### src/rtl/code_conv_pkg.sv
// Shared code-mode constants and FSM encoding for the coded-digit stream decoder.
package code_conv_pkg;

    localparam logic [1:0] MODE_BCD  = 2'b00;
    localparam logic [1:0] MODE_XS3  = 2'b01;
    localparam logic [1:0] MODE_GRAY = 2'b10;
    localparam logic [1:0] MODE_RSVD = 2'b11;

    localparam logic [3:0] XS3_OFFSET = 4'd3;

    typedef enum logic [1:0] {
        ST_IDLE,
        ST_ACCUM,
        ST_DRAIN,
        ST_DONE
    } state_e;

endpackage

### src/rtl/code_stream_decoder_digit_decode.sv
// Combinational per-digit decode: maps a 4-bit code to a decimal digit and flags illegal codes.
module digit_decode
    import code_conv_pkg::*;
(
    input  logic [1:0] mode,
    input  logic [3:0] code,
    output logic [3:0] digit,
    output logic       ok
);

    logic [3:0] gray_bin;

    always_comb begin
        gray_bin[3] = code[3];
        gray_bin[2] = gray_bin[3] ^ code[2];
        gray_bin[1] = gray_bin[2] ^ code[1];
        gray_bin[0] = gray_bin[1] ^ code[0];
    end

    // Illegal codes report digit 0 so they contribute nothing to the accumulator.
    always_comb begin
        digit = '0;
        ok    = 1'b0;
        case (mode)
            MODE_BCD: begin
                ok    = (code <= 4'd9);
                digit = ok ? code : '0;
            end
            MODE_XS3: begin
                ok    = (code >= XS3_OFFSET) && (code <= 4'd12);
                digit = ok ? (code - XS3_OFFSET) : '0;
            end
            MODE_GRAY: begin
                ok    = (gray_bin <= 4'd9);
                digit = ok ? gray_bin : '0;
            end
            default: begin
                ok    = 1'b0;
                digit = '0;
            end
        endcase
    end

endmodule

### src/rtl/code_stream_decoder.sv
// Multi-digit coded-decimal stream decoder: accumulates MSD-first digits into a binary value.
module code_stream_decoder
    import code_conv_pkg::*;
#(
    parameter int unsigned NUM_DIGITS = 4,
    parameter int unsigned OUT_W      = 14,
    parameter int unsigned CNT_W      = $clog2(NUM_DIGITS + 1)
) (
    input  logic             clk,
    input  logic             rst,
    input  logic [1:0]       mode,
    input  logic             start,
    input  logic             in_valid,
    output logic             in_ready,
    input  logic [3:0]       in_digit,
    input  logic             in_last,
    output logic             out_valid,
    input  logic             out_ready,
    output logic [OUT_W-1:0] out_value,
    output logic             out_error,
    output logic [CNT_W-1:0] out_count
);

    state_e             state_q, state_d;
    logic [1:0]         mode_q, mode_d;
    logic [OUT_W-1:0]   acc_q, acc_d;
    logic [CNT_W-1:0]   cnt_q, cnt_d;
    logic               err_q, err_d;

    logic [3:0]         dig;
    logic               dig_ok;
    logic [OUT_W-1:0]   dig_ext;

    digit_decode u_digit_decode (
        .mode  (mode_q),
        .code  (in_digit),
        .digit (dig),
        .ok    (dig_ok)
    );

    assign dig_ext = OUT_W'(dig);

    always_ff @(posedge clk) begin
        if (rst) begin
            state_q <= ST_IDLE;
            mode_q  <= '0;
            acc_q   <= '0;
            cnt_q   <= '0;
            err_q   <= 1'b0;
        end else begin
            state_q <= state_d;
            mode_q  <= mode_d;
            acc_q   <= acc_d;
            cnt_q   <= cnt_d;
            err_q   <= err_d;
        end
    end

    always_comb begin
        state_d = state_q;
        mode_d  = mode_q;
        acc_d   = acc_q;
        cnt_d   = cnt_q;
        err_d   = err_q;
        case (state_q)
            ST_IDLE: begin
                if (start) begin
                    mode_d  = mode;
                    acc_d   = '0;
                    cnt_d   = '0;
                    err_d   = 1'b0;
                    state_d = ST_ACCUM;
                end
            end
            ST_ACCUM: begin
                if (in_valid) begin
                    acc_d = (acc_q << 3) + (acc_q << 1) + dig_ext;
                    cnt_d = cnt_q + 1'b1;
                    err_d = err_q | ~dig_ok;
                    if (in_last) begin
                        state_d = ST_DONE;
                    end else if (cnt_d == CNT_W'(NUM_DIGITS)) begin
                        err_d   = 1'b1;
                        state_d = ST_DRAIN;
                    end
                end
            end
            ST_DRAIN: begin
                // Excess digits are consumed to keep the stream aligned, but not accumulated.
                if (in_valid && in_last) begin
                    state_d = ST_DONE;
                end
            end
            ST_DONE: begin
                if (out_ready) begin
                    state_d = ST_IDLE;
                end
            end
            default: state_d = ST_IDLE;
        endcase
    end

    assign in_ready  = (state_q == ST_ACCUM) || (state_q == ST_DRAIN);
    assign out_valid = (state_q == ST_DONE);
    assign out_value = acc_q;
    assign out_error = err_q;
    assign out_count = cnt_q;

endmodule

### config.mk
export PLATFORM = sky130hd
export DESIGN_NAME = code_stream_decoder
export DESIGN_NICKNAME = d
export VERILOG_FILES = /design/src/rtl/code_conv_pkg.sv /design/src/rtl/code_stream_decoder_digit_decode.sv /design/src/rtl/code_stream_decoder.sv
export SDC_FILE = /design/constraint.sdc
export NUM_CORES = 1
export LEC_CHECK = 0
export BUFFER_PORTS_ARGS = -buffer_cell sky130_fd_sc_hd__buf_2
export CORE_ASPECT_RATIO = 1.75
export CORE_MARGIN = 3
export CORE_UTILIZATION = 61
export CTS_CLUSTER_SIZE = 25
export DETAILED_ROUTE_END_ITERATION = 12
export GPL_ROUTABILITY_DRIVEN = 0
export PLACE_DENSITY_LB_ADDON = 0.08
export SYNTH_ARGS = -nofsm -noshare
export SYNTH_HDL_FRONTEND = slang
export SYNTH_SLANG_ARGS = --single-unit
### constraint.sdc
create_clock -name clk -period 11.1 [get_ports clk]
set_input_delay 0.555 -clock clk [delete_from_list [all_inputs] [get_ports clk]]
set_output_delay 0.555 -clock clk [all_outputs]
set_load 0.01 [all_outputs]
==> summary by stage, run 1 <==
Setup path
STA classifies the critical path startpoint as an input pin. The sort of element at the end of the critical path is a register. The worst-path maximum fanout is 7. The startpoint-to-endpoint class of the critical path is in -> reg. For the worst setup path, the data required time is 11.27 ns. The arrival time reported for the critical path endpoint is 4.41 ns.

Timing
The final max-slew violation count was 0. The summed negative setup slack over all endpoints is 0 ns. Static timing analysis puts the maximum clock frequency at 236 MHz.

The routed design could run at a clock period as short as about 4.2 ns. For the pin with the worst max-slew slack, the measured transition is 0.879 ns. The total count of hold-check failures in the final report is 0. The post-route clock period utilization is between 30% and 40%. Setup repair after global routing left no endpoint under its margin. Setup violations remaining at the end of the flow were counted as 0. The relative slew slack is just over 40%. The clock skew after layout is 0.00300 ns.

Power
The cell-internal power is 172 uW. The net switching component of the power is slightly below 100 uW. The share of total power in sequential cells is around a third. The leakage power of the design is 0.00114 uW. The worst ir drop on vdd is 0.133 mV. The part of the power in combinational logic is a little under two fifths. Power spread over the standard cell area amounts to 123 mW/mm2. The post-route total power is 270 uW. In this run switching power makes up 36.4% of total power. The proportion of power drawn by the clock network is 28.2%.

Cells and area
0 antenna diodes ended up in the layout. The multi-input combinational cells in the finished layout cover a total of 0.00141 mm2. The net count of the finished layout is 314. The final non-filler cell area is 0.00219 mm2. In the final layout, the share of cells above drive strength 1 is about 15%. The sequential standard cell area is 440 um2. The filler cell count is 254. The area growth from synthesis to layout is 13.8%.

CTS
The depth of the CTS H-tree is 1. The post-cts gate resize count is 0. TritonCTS built the clock tree. The sink count of the clock tree is 22. In this run the deepest clock path goes through 2 buffers. CTS placed an instance of sky130_fd_sc_hd__clkbuf_8 at the clock tree root. The number of hold buffers added after CTS was 0. The post-CTS setup buffer count is 0.

Clock-pin slew was measured on the worst setup and hold paths at 0.08 ns. At the later pin of the worst-skew pair, clock insertion delay measures around 0.27 ns. The number of buffers added by the clock tree synthesis step is 3.

Logic synthesis
The instance count of the mapped netlist is approximately 230. The total of flip-flops plus latches after synthesis is 22. After synthesis, flip-flops and latches occupy 22.9% of the total area. The average cell area after synthesis is around 8.5 um2.

The post-synthesis instance area is around 0.0019 mm2. The number of synthesis warnings is 0. Counting distinct cell types in the post-synthesis netlist gives 42.

The net count after synthesis is 281.

Detailed routing
For this run, design rule violations remaining after detail routing come to 0. The total length of routed wires is 4250 um. Detailed routing inserted a total of 1755 vias. The DRC violation total after the first TritonRoute iteration is 44. The wire length per cell after detailed routing is 14.2 um. The first detailed-routing pass ran for 4 iterations.

Using the TritonRoute via totals, the vias-per-cell ratio works out to 5.85. The count of nets left with antenna violations once routing finished came out at 0.

Die
Measured along the x axis, the die boundary spans 48.5 um. The die outline height is between 80 and 90 um. The floorplan step defined a core boundary enclosing 0.00296 mm2. The effective utilization at floorplan is 65.0%. The die outline area is 0.00389 mm2. The number of standard-cell rows in the floorplan is 26. 32 I/O pins were placed.

Global route
Entering global routing, the biggest net connects 18 pins. The global routing usage summed across all routing layers is 24.2%. For this run the aggregate overflow at the end of global routing stands at 0. The initial antenna violation count came to 0. The first global-routing pass estimated 7610 um of wire. The via count of the first global-routing pass is about 1800.

Outcome
The run finished with clean final reports.

Place
The area of placed instances is 0.00212 mm2. Input and output buffers added on the ports amount to 31. The total half-perimeter wirelength after legalization and detailed placement is approximately 3500 um.

Run
Across the run, the number of max-cap violations was 0.

Hold path
The worst min-delay path class is reg -> reg.
## cell families after synthesis
kind of cell / share of synthesized area (%)
muxes: 0.520
xor gates and xnor gates: 5.01
and+or+nand+nor: 16.7
buffers and inverters: 3.77
adders and majority gates: 28.7
AOI/OAI and AO/OA: 22.4
DFF: 22.9
## area by class of cell
cell class | instances | share of cell area, %
clock inverters | 1 | 1.37
well taps | 42 | 2.40
inverters | 16 | 2.74
multi-input cells | 185 | 64.4
flip-flops and latches | 22 | 20.1
clock buffers | 3 | 1.88
repair buffers | 31 | 7.08
## critical path: stages
cell                       delay, ns
sky130_fd_sc_hd__buf_2          0.15
sky130_fd_sc_hd__inv_1          0.10
sky130_fd_sc_hd__ha_1           0.31
sky130_fd_sc_hd__xnor2_1        0.26
sky130_fd_sc_hd__ha_1           0.20
sky130_fd_sc_hd__nor2b_1        0.05
sky130_fd_sc_hd__o21ai_0        0.26
sky130_fd_sc_hd__nand2_1        0.15
sky130_fd_sc_hd__o211ai_1       0.12
sky130_fd_sc_hd__a21oi_1        0.12
sky130_fd_sc_hd__fa_1           0.48
sky130_fd_sc_hd__inv_1          0.07
sky130_fd_sc_hd__ha_1           0.29
sky130_fd_sc_hd__a21o_1         0.19
sky130_fd_sc_hd__and4_4         0.20
sky130_fd_sc_hd__o21a_1         0.17
sky130_fd_sc_hd__or4_1          0.47
sky130_fd_sc_hd__a32o_1         0.26
## Yosys cell counts
master / instances / area share (%)
sky130_fd_sc_hd__mux2i_1: 1 / 0.52
sky130_fd_sc_hd__nand2_1: 18 / 3.5
sky130_fd_sc_hd__nand2b_1: 4 / 1.3
sky130_fd_sc_hd__and4_4: 1 / 0.59
sky130_fd_sc_hd__inv_1: 16 / 3.1
sky130_fd_sc_hd__or2_2: 1 / 0.33
sky130_fd_sc_hd__ha_1: 41 / 27
sky130_fd_sc_hd__nor2_1: 18 / 3.5
sky130_fd_sc_hd__nor3_1: 2 / 0.52
sky130_fd_sc_hd__nor3b_1: 1 / 0.39
sky130_fd_sc_hd__o2bb2ai_1: 1 / 0.46
sky130_fd_sc_hd__or4_1: 1 / 0.39
sky130_fd_sc_hd__a22oi_1: 7 / 2.7
sky130_fd_sc_hd__buf_2: 1 / 0.26
sky130_fd_sc_hd__a32o_1: 1 / 0.52
sky130_fd_sc_hd__and3b_1: 2 / 0.91
sky130_fd_sc_hd__dfxtp_1: 22 / 23
sky130_fd_sc_hd__xor2_1: 4 / 1.8
sky130_fd_sc_hd__fa_1: 2 / 2.1
sky130_fd_sc_hd__and3_1: 2 / 0.65
sky130_fd_sc_hd__o21ai_0: 9 / 2.3
sky130_fd_sc_hd__xnor2_1: 7 / 3.2
sky130_fd_sc_hd__a21oi_1: 17 / 4.4
sky130_fd_sc_hd__nor4_1: 1 / 0.33
sky130_fd_sc_hd__a21boi_0: 2 / 0.78
sky130_fd_sc_hd__a21bo_2: 1 / 0.52
sky130_fd_sc_hd__o211ai_1: 4 / 1.6
sky130_fd_sc_hd__a21oi_2: 1 / 0.46
sky130_fd_sc_hd__o2111ai_1: 1 / 0.46
sky130_fd_sc_hd__and2_1: 1 / 0.33
sky130_fd_sc_hd__a22o_1: 2 / 0.91
sky130_fd_sc_hd__a31oi_1: 4 / 1.3
sky130_fd_sc_hd__a21o_1: 4 / 1.6
sky130_fd_sc_hd__nor2b_1: 3 / 0.98
sky130_fd_sc_hd__o21a_1: 2 / 0.78
sky130_fd_sc_hd__o31ai_1: 3 / 1.2
sky130_fd_sc_hd__nand3_1: 10 / 2.6
sky130_fd_sc_hd__a221o_1: 3 / 1.6
sky130_fd_sc_hd__a211oi_1: 1 / 0.39
sky130_fd_sc_hd__clkbuf_1: 2 / 0.39
sky130_fd_sc_hd__nand3b_1: 1 / 0.39
sky130_fd_sc_hd__o221ai_1: 1 / 0.46
## final timing paths
| kind | start | slack [ns] | end | depth (start not counted) |
|---|---|---|---|---|
| min reg2reg | out_value[11] | 0.47 | out_value[11] | 2 |
| max | in_digit[2] | 6.86 | out_value[13] | 18 |
| min | out_value[11] | 0.47 | out_value[11] | 2 |
| max reg2reg | mode_q[1] | 7.64 | out_value[13] | 12 |
## power groups by stage
stage | combinational, uW | sequential, uW | clock [uW]
6_report | 101 | 92.4 | 76.1
4_1_cts | 102 | 92.5 | 77.4
3_3_place_gp | 99.5 | 94.3 | 0
2_1_floorplan | 74.3 | 93.4 | 0
5_1_grt | 117 | 94.0 | 81.4
3_5_place_dp | 102 | 94.4 | 0
## registers in the layout, summed over array words and instances, names as in the netlist
register,cells
out_error,1
out_count,3
out_value,14
state_q,2
mode_q,2
## routing by layer
metal / part of all wire, % / global-route usage (%) / routed length, um / up-vias
met1: 39 / 25.5 / 1670 / 812
li1: - / - / - / 881
met3: 3.6 / 2.97 / 155 / 12
met5: 0 / 0 / 0 / -
met2: 54 / 48.1 / 2320 / 50
met4: 2.5 / 8.83 / 107 / 0
## through the flow
| stage | setup slack (ns) | instances | hold slack (ns) | utilization [%] |
|---|---|---|---|---|
| 5_1_grt | 6.63 | 300 | 0.503 | 74.0 |
| 3_3_place_gp | 6.84 | 296 | 0.466 | 71.6 |
| 4_1_cts | 6.89 | 300 | 0.478 | 74.0 |
| 2_1_floorplan | 7.14 | 226 | 0.478 | - |
| 6_report | 6.86 | 300 | 0.473 | 74.0 |
| 3_5_place_dp | 6.63 | 296 | 0.466 | 71.6 |
## cell usage in the layout, fill, tap and decap left out, types with 3 or more instances in the layout
cell type and count:
sky130_fd_sc_hd__o211ai_1 4, sky130_fd_sc_hd__a31oi_1 4, sky130_fd_sc_hd__xor2_1 4, sky130_fd_sc_hd__nand2b_1 4, sky130_fd_sc_hd__a22oi_1 7, sky130_fd_sc_hd__dfxtp_1 22
sky130_fd_sc_hd__nor2_1 18, sky130_fd_sc_hd__nand3_1 10, sky130_fd_sc_hd__a21oi_1 17, sky130_fd_sc_hd__xnor2_1 7, sky130_fd_sc_hd__nand2_1 18, sky130_fd_sc_hd__ha_1 41
sky130_fd_sc_hd__a21o_1 4, sky130_fd_sc_hd__o21ai_0 9, sky130_fd_sc_hd__inv_1 16, sky130_fd_sc_hd__clkbuf_8 3, sky130_fd_sc_hd__nor2b_1 3, sky130_fd_sc_hd__buf_2 31
sky130_fd_sc_hd__o31ai_1 3, sky130_fd_sc_hd__a221o_1 3
Power figures use the tool's default switching activity.
==> run 2: changes to the inputs <==
- ABC_AREA: not set -> 1
- CORE_UTILIZATION: 61 -> 52
- clock period: 11.1 -> 3.9 ns (I/O delays scaled with it)
==> run 2 against run 1 <==
- combinational power rose to 4.2 times the previous value
- register-to-register slack worse by 6.6 ns
- area after synthesis rose by 14%
- sequential share of layout area decreased by 2.1 points
- hold slack got worse by 0.27 ns
- largest power group unchanged
- non-clock buffer count did not move
- global-route usage decreased by 1.9 points
- routed wire length is 19% higher
- sequential power rose to 3.2 times the previous value
- via count is 20% higher
==> summary by stage, run 2 <==
Die
The die outline area is 0.00508 mm2 (was 0.00389 mm2). The effective utilization at floorplan was 55.3% (was 65.0%). The width of the chip is 55.2 um (was 48.5 um). The area of the core was 0.00398 mm2 (was 0.00296 mm2). The number of standard-cell rows in the floorplan is 30 (was 26).

The die outline height was 92.0 um (was 80.3 um). The number of I/O pins is 32 (unchanged).

Setup path
The depth of the most critical reg-to-reg path is 12 (unchanged). The destination of the worst register-to-register timing path is out_value[8] (was out_value[13]). The category of the worst setup path launch point was an input pin (unchanged).

The startpoint-to-endpoint class of the critical path was in -> reg (unchanged). The worst path required time is 4.10 ns (was 11.27 ns). The worst setup path endpoint was out_value[13] (unchanged). The sort of element at the end of the critical path is a register (unchanged). The start of the worst register-to-register path is mode_q[0] (was mode_q[1]).

The worst reg-to-reg setup slack was 1.05 ns (was 7.64 ns). The arrival time reported for the critical path endpoint is 3.19 ns (was 4.41 ns). The worst-path maximum fanout is 6 (was 7). The start point of the critical path was in_digit[3] (was in_digit[2]).

Power
The share of total power in sequential cells is 31.5% (was 34.3%). The cell area power density came to 384 mW/mm2 (was 123 mW/mm2). The net switching component of the power came to 397 uW (was 98.0 uW). The switching part of the total is 42.2% (was 36.4%).

The part of the power in combinational logic is 45.0% (was 37.5%). The cell-internal power is 543 uW (was 172 uW). The proportion of power drawn by the clock network came to 23.5% (was 28.2%). The worst ir drop on vdd is 0.400 mV (was 0.133 mV). The leakage power of the design is 0.00135 uW (was 0.00114 uW).

CTS
The sink count of the clock tree is 22 (unchanged). The later-pin clock latency in the skew report is 0.27 ns (about the same). The number of buffers added by the clock tree synthesis step is 3 (unchanged). The library cell used as clock root buffer is sky130_fd_sc_hd__clkbuf_8 (unchanged).

The TritonCTS clock tree is done (unchanged). The post-CTS setup buffer count is 0 (unchanged). The clock-pin slew on the worst setup and hold paths is 0.09 ns (was 0.08 ns). The number of hold buffers added after cts is 0 (unchanged). The post-cts gate resize count is 0 (unchanged). The depth of the CTS H-tree is 1 (unchanged). The maximum clock insertion buffer count came to 2 (unchanged).

Place
The total half-perimeter wirelength after legalization and detailed placement is 4240 um (was 3460 um). The port buffer count is 31 (unchanged).

Detailed routing
The overall via count from detail_route came to 2108 (was 1755). The wire length per cell after detailed routing is 12.7 um (was 14.2 um). The total length of routed wires is 5080 um (was 4250 um). The number of nets with antenna violations after routing is 0 (unchanged).

The number of vias per cell after detailed routing is 5.28 (was 5.85). The number of iterations in the first detailed-routing pass is 4 (unchanged). The DRC violation total after the first TritonRoute iteration was 46 (was 44). The number of remaining DRC errors was 0 (unchanged).

Logic synthesis
The cell taking the most area after synthesis is sky130_fd_sc_hd__ha_1 (unchanged). The total of flip-flops plus latches after synthesis is 22 (unchanged). The largest family of logic cells by synthesized area is simple AND/OR/NAND/NOR gates (was adder cells). The share of synthesized area spent on multiplexers was 0% (was 0.520%). Leading post-synthesis cells by cell area: sky130_fd_sc_hd__ha_1 (23%), sky130_fd_sc_hd__dfxtp_1 (20%), sky130_fd_sc_hd__nand2_1 (13%) (was sky130_fd_sc_hd__ha_1 (27%), sky130_fd_sc_hd__dfxtp_1 (23%), sky130_fd_sc_hd__a21oi_1 (4.4%)). The distinct cell type count after synthesis was 25 (was 42). The number of synthesis warnings was 0 (unchanged). The net count after synthesis is 375 (was 281).

The share of synthesized cell area in full adder, half adder and majority cells is 25.1% (was 28.7%). The average cell area after synthesis is 6.87 um2 (was 8.51 um2). The instance count of the mapped netlist is 320 (was 226).

The area share of xor/xnor cells in the synthesized design is 0.796% (was 5.01%). The post-synthesis compound-gate area fraction is 14.9% (was 22.4%). The simple-gate share of the synthesized area is 28.6% (was 16.7%). The share of the synthesized area in the top cell type is 23.3% (was 26.7%). The number of flops mapped to enable cells by yosys was 0 (unchanged). The most common flop cell mapped by yosys was sky130_fd_sc_hd__dfxtp_1 (unchanged).

The post-synthesis instance area was 0.00220 mm2 (was 0.00192 mm2). Most frequent cells after synthesis: sky130_fd_sc_hd__nand2_1 (79), sky130_fd_sc_hd__inv_1 (48), sky130_fd_sc_hd__ha_1 (41), sky130_fd_sc_hd__a21oi_1 (26), sky130_fd_sc_hd__dfxtp_1 (22) (was sky130_fd_sc_hd__ha_1 (41), sky130_fd_sc_hd__dfxtp_1 (22), sky130_fd_sc_hd__nand2_1 (18), sky130_fd_sc_hd__nor2_1 (18), sky130_fd_sc_hd__a21oi_1 (17)). The share of synthesized area occupied by flip-flops and latches was 20.0% (was 22.9%). The cell with the most instances after synthesis is sky130_fd_sc_hd__nand2_1 (was sky130_fd_sc_hd__ha_1).

The post-synthesis async set-or-reset flop share is 0% (unchanged).

Timing
The summed negative setup slack over all endpoints is 0 ns (unchanged). The clock skew after layout is 0.00114 ns (was 0.00300 ns). Setup repair after global routing missed its margin: no (unchanged). The final-report setup violation count is 0 (unchanged).

The worst hold slack came to 0.206 ns (was 0.473 ns). The transition at the pin with the smallest max-transition slack is 0.478 ns (was 0.879 ns). Dividing the final minimum period by the clock period gives roughly 77%. The relative slew slack came to 67.8% (was 41.1%). Derived from the worst setup path, the maximum achievable clock frequency is 334 MHz. Counting I/O delays and the setup requirement, the final critical path takes 2.99 ns. The total count of hold-check failures in the final report came to 0 (unchanged). The final max-slew violation count is 0 (unchanged).

Global route
The global-route wire length before repair is 8500 um (was 7610 um). The largest net degree at the start of global routing is 18 (unchanged). The global routing usage summed across all routing layers was 22.2% (was 24.2%). The initial antenna violation count is 0 (unchanged). The total congestion overflow is 0 (unchanged). The via count of the first global-routing pass is 2025 (was 1760).

Cells and area
The diode insertion count for antenna repair is 0 (unchanged). The synthesis-to-finish area growth is 11.3% (was 13.8%). Highest-count cells in the layout ignoring fill and taps: sky130_fd_sc_hd__nand2_1 (79), sky130_fd_sc_hd__inv_1 (48), sky130_fd_sc_hd__ha_1 (41) (was sky130_fd_sc_hd__ha_1 (41), sky130_fd_sc_hd__buf_2 (31), sky130_fd_sc_hd__dfxtp_1 (22)). The sequential standard cell area is 440 um2 (unchanged).

The area used by multi-input combinational logic is 0.00153 mm2 (was 0.00141 mm2). The number of flip-flops in the largest register came to 14 (unchanged). The filler cell count is 421 (was 254). The most common cell after layout, fill and taps aside is sky130_fd_sc_hd__nand2_1 (was sky130_fd_sc_hd__ha_1). The final net count came to 407 (was 314).

The fraction of final layout cells sized beyond drive strength 1 is 17.4% (was 15.1%).

Hold path
The worst min-delay path class was in -> reg (was reg -> reg).

Run
The max-capacitance violation count was 0 (unchanged).

Outcome
Status: finished clean (unchanged).
## run 2: changes by cell type in the layout (fill, tap and decap cells not counted), moves of 7 or more
cell	change
sky130_fd_sc_hd__nand2_1	+61
sky130_fd_sc_hd__inv_1	+32
sky130_fd_sc_hd__o21ai_0	+12
sky130_fd_sc_hd__a21oi_1	+9
sky130_fd_sc_hd__nand3_1	+9
sky130_fd_sc_hd__a22oi_1	-7
sky130_fd_sc_hd__nand2_2	+7
sky130_fd_sc_hd__xnor2_1	-7
## run 2: routing by layer
layer / global-route usage [%] / up-vias / part of all wire [%]
met5: 0 / - / 0
met4: 10.5 / 0 / 3.3
met3: 1.79 / 14 / 2.4
met2: 43.5 / 36 / 58
met1: 20.8 / 961 / 36
li1: - / 1097 / -
## run 2: per-stage QoR
| stage | worst slack (ns) | total power [uW] | utilization (%) | std cells | cell area, um2 |
|---|---|---|---|---|---|
| finish | 0.907 | 939 | 61.5 | 399 | 2450 |
| global route | 0.583 | 1020 | 61.5 | 399 | 2450 |
| CTS | 0.923 | 952 | 61.5 | 399 | 2450 |
| detailed placement | 0.636 | 728 | 59.7 | 395 | 2380 |
| global placement | 0.707 | 724 | 59.7 | 395 | 2380 |
| floorplan | 1.02 | 635 | - | 320 | 2200 |
## run 2: critical path: stages
cell	delay, ns
sky130_fd_sc_hd__buf_2	0.12
sky130_fd_sc_hd__inv_1	0.10
sky130_fd_sc_hd__ha_1	0.30
sky130_fd_sc_hd__xor2_1	0.14
sky130_fd_sc_hd__inv_1	0.09
sky130_fd_sc_hd__ha_1	0.17
sky130_fd_sc_hd__o21ai_0	0.15
sky130_fd_sc_hd__nand2_1	0.09
sky130_fd_sc_hd__nand2_1	0.10
sky130_fd_sc_hd__a21oi_1	0.08
sky130_fd_sc_hd__nor2_1	0.14
sky130_fd_sc_hd__fa_1	0.42
sky130_fd_sc_hd__inv_1	0.11
sky130_fd_sc_hd__ha_1	0.25
sky130_fd_sc_hd__nand3_1	0.09
sky130_fd_sc_hd__nand3_1	0.15
sky130_fd_sc_hd__nand3_1	0.16
sky130_fd_sc_hd__nand3_1	0.09
sky130_fd_sc_hd__nand2_1	0.07
sky130_fd_sc_hd__nand3_2	0.05
sky130_fd_sc_hd__a21oi_1	0.13
## run 2: cell type report
cell class	count	share of cell area, %
Multi-Input combinational cell	243	62.4
Sequential cell	22	18.0
Inverter	51	7.92
Timing Repair Buffer	31	6.34
Tap cell	48	2.45
Clock buffer	3	1.69
Clock inverter	1	1.23
## run 2: worst min path at each step
| stage | slack (ns) | startpoint | endpoint | cells after the start |
|---|---|---|---|---|
| global route | 0.22 | mode[1] | mode_q[1] | 3 |
| global placement | 0.46 | out_value[13] | out_value[13] | 2 |
| CTS | 0.20 | mode[0] | mode_q[0] | 3 |
| finish | 0.21 | mode[0] | mode_q[0] | 3 |
| floorplan | 0.39 | mode[0] | mode_q[0] | 2 |
| detailed placement | 0.47 | out_error | out_error | 2 |
## run 2: kinds of logic after synthesis
| kind of cell | Yosys count |
|---|---|
| compound gates | 58 |
| xor+xnor | 2 |
| fa+ha+maj | 43 |
| buf+inv | 55 |
| flops | 22 |
| simple gates | 140 |
## run 2: power groups by stage
stage / sequential, uW / clock (uW) / combinational, uW
2_1_floorplan: 301 / 0 / 335
3_3_place_gp: 301 / 0 / 424
3_5_place_dp: 301 / 0 / 427
4_1_cts: 296 / 227 / 429
5_1_grt: 301 / 232 / 485
6_report: 296 / 221 / 423
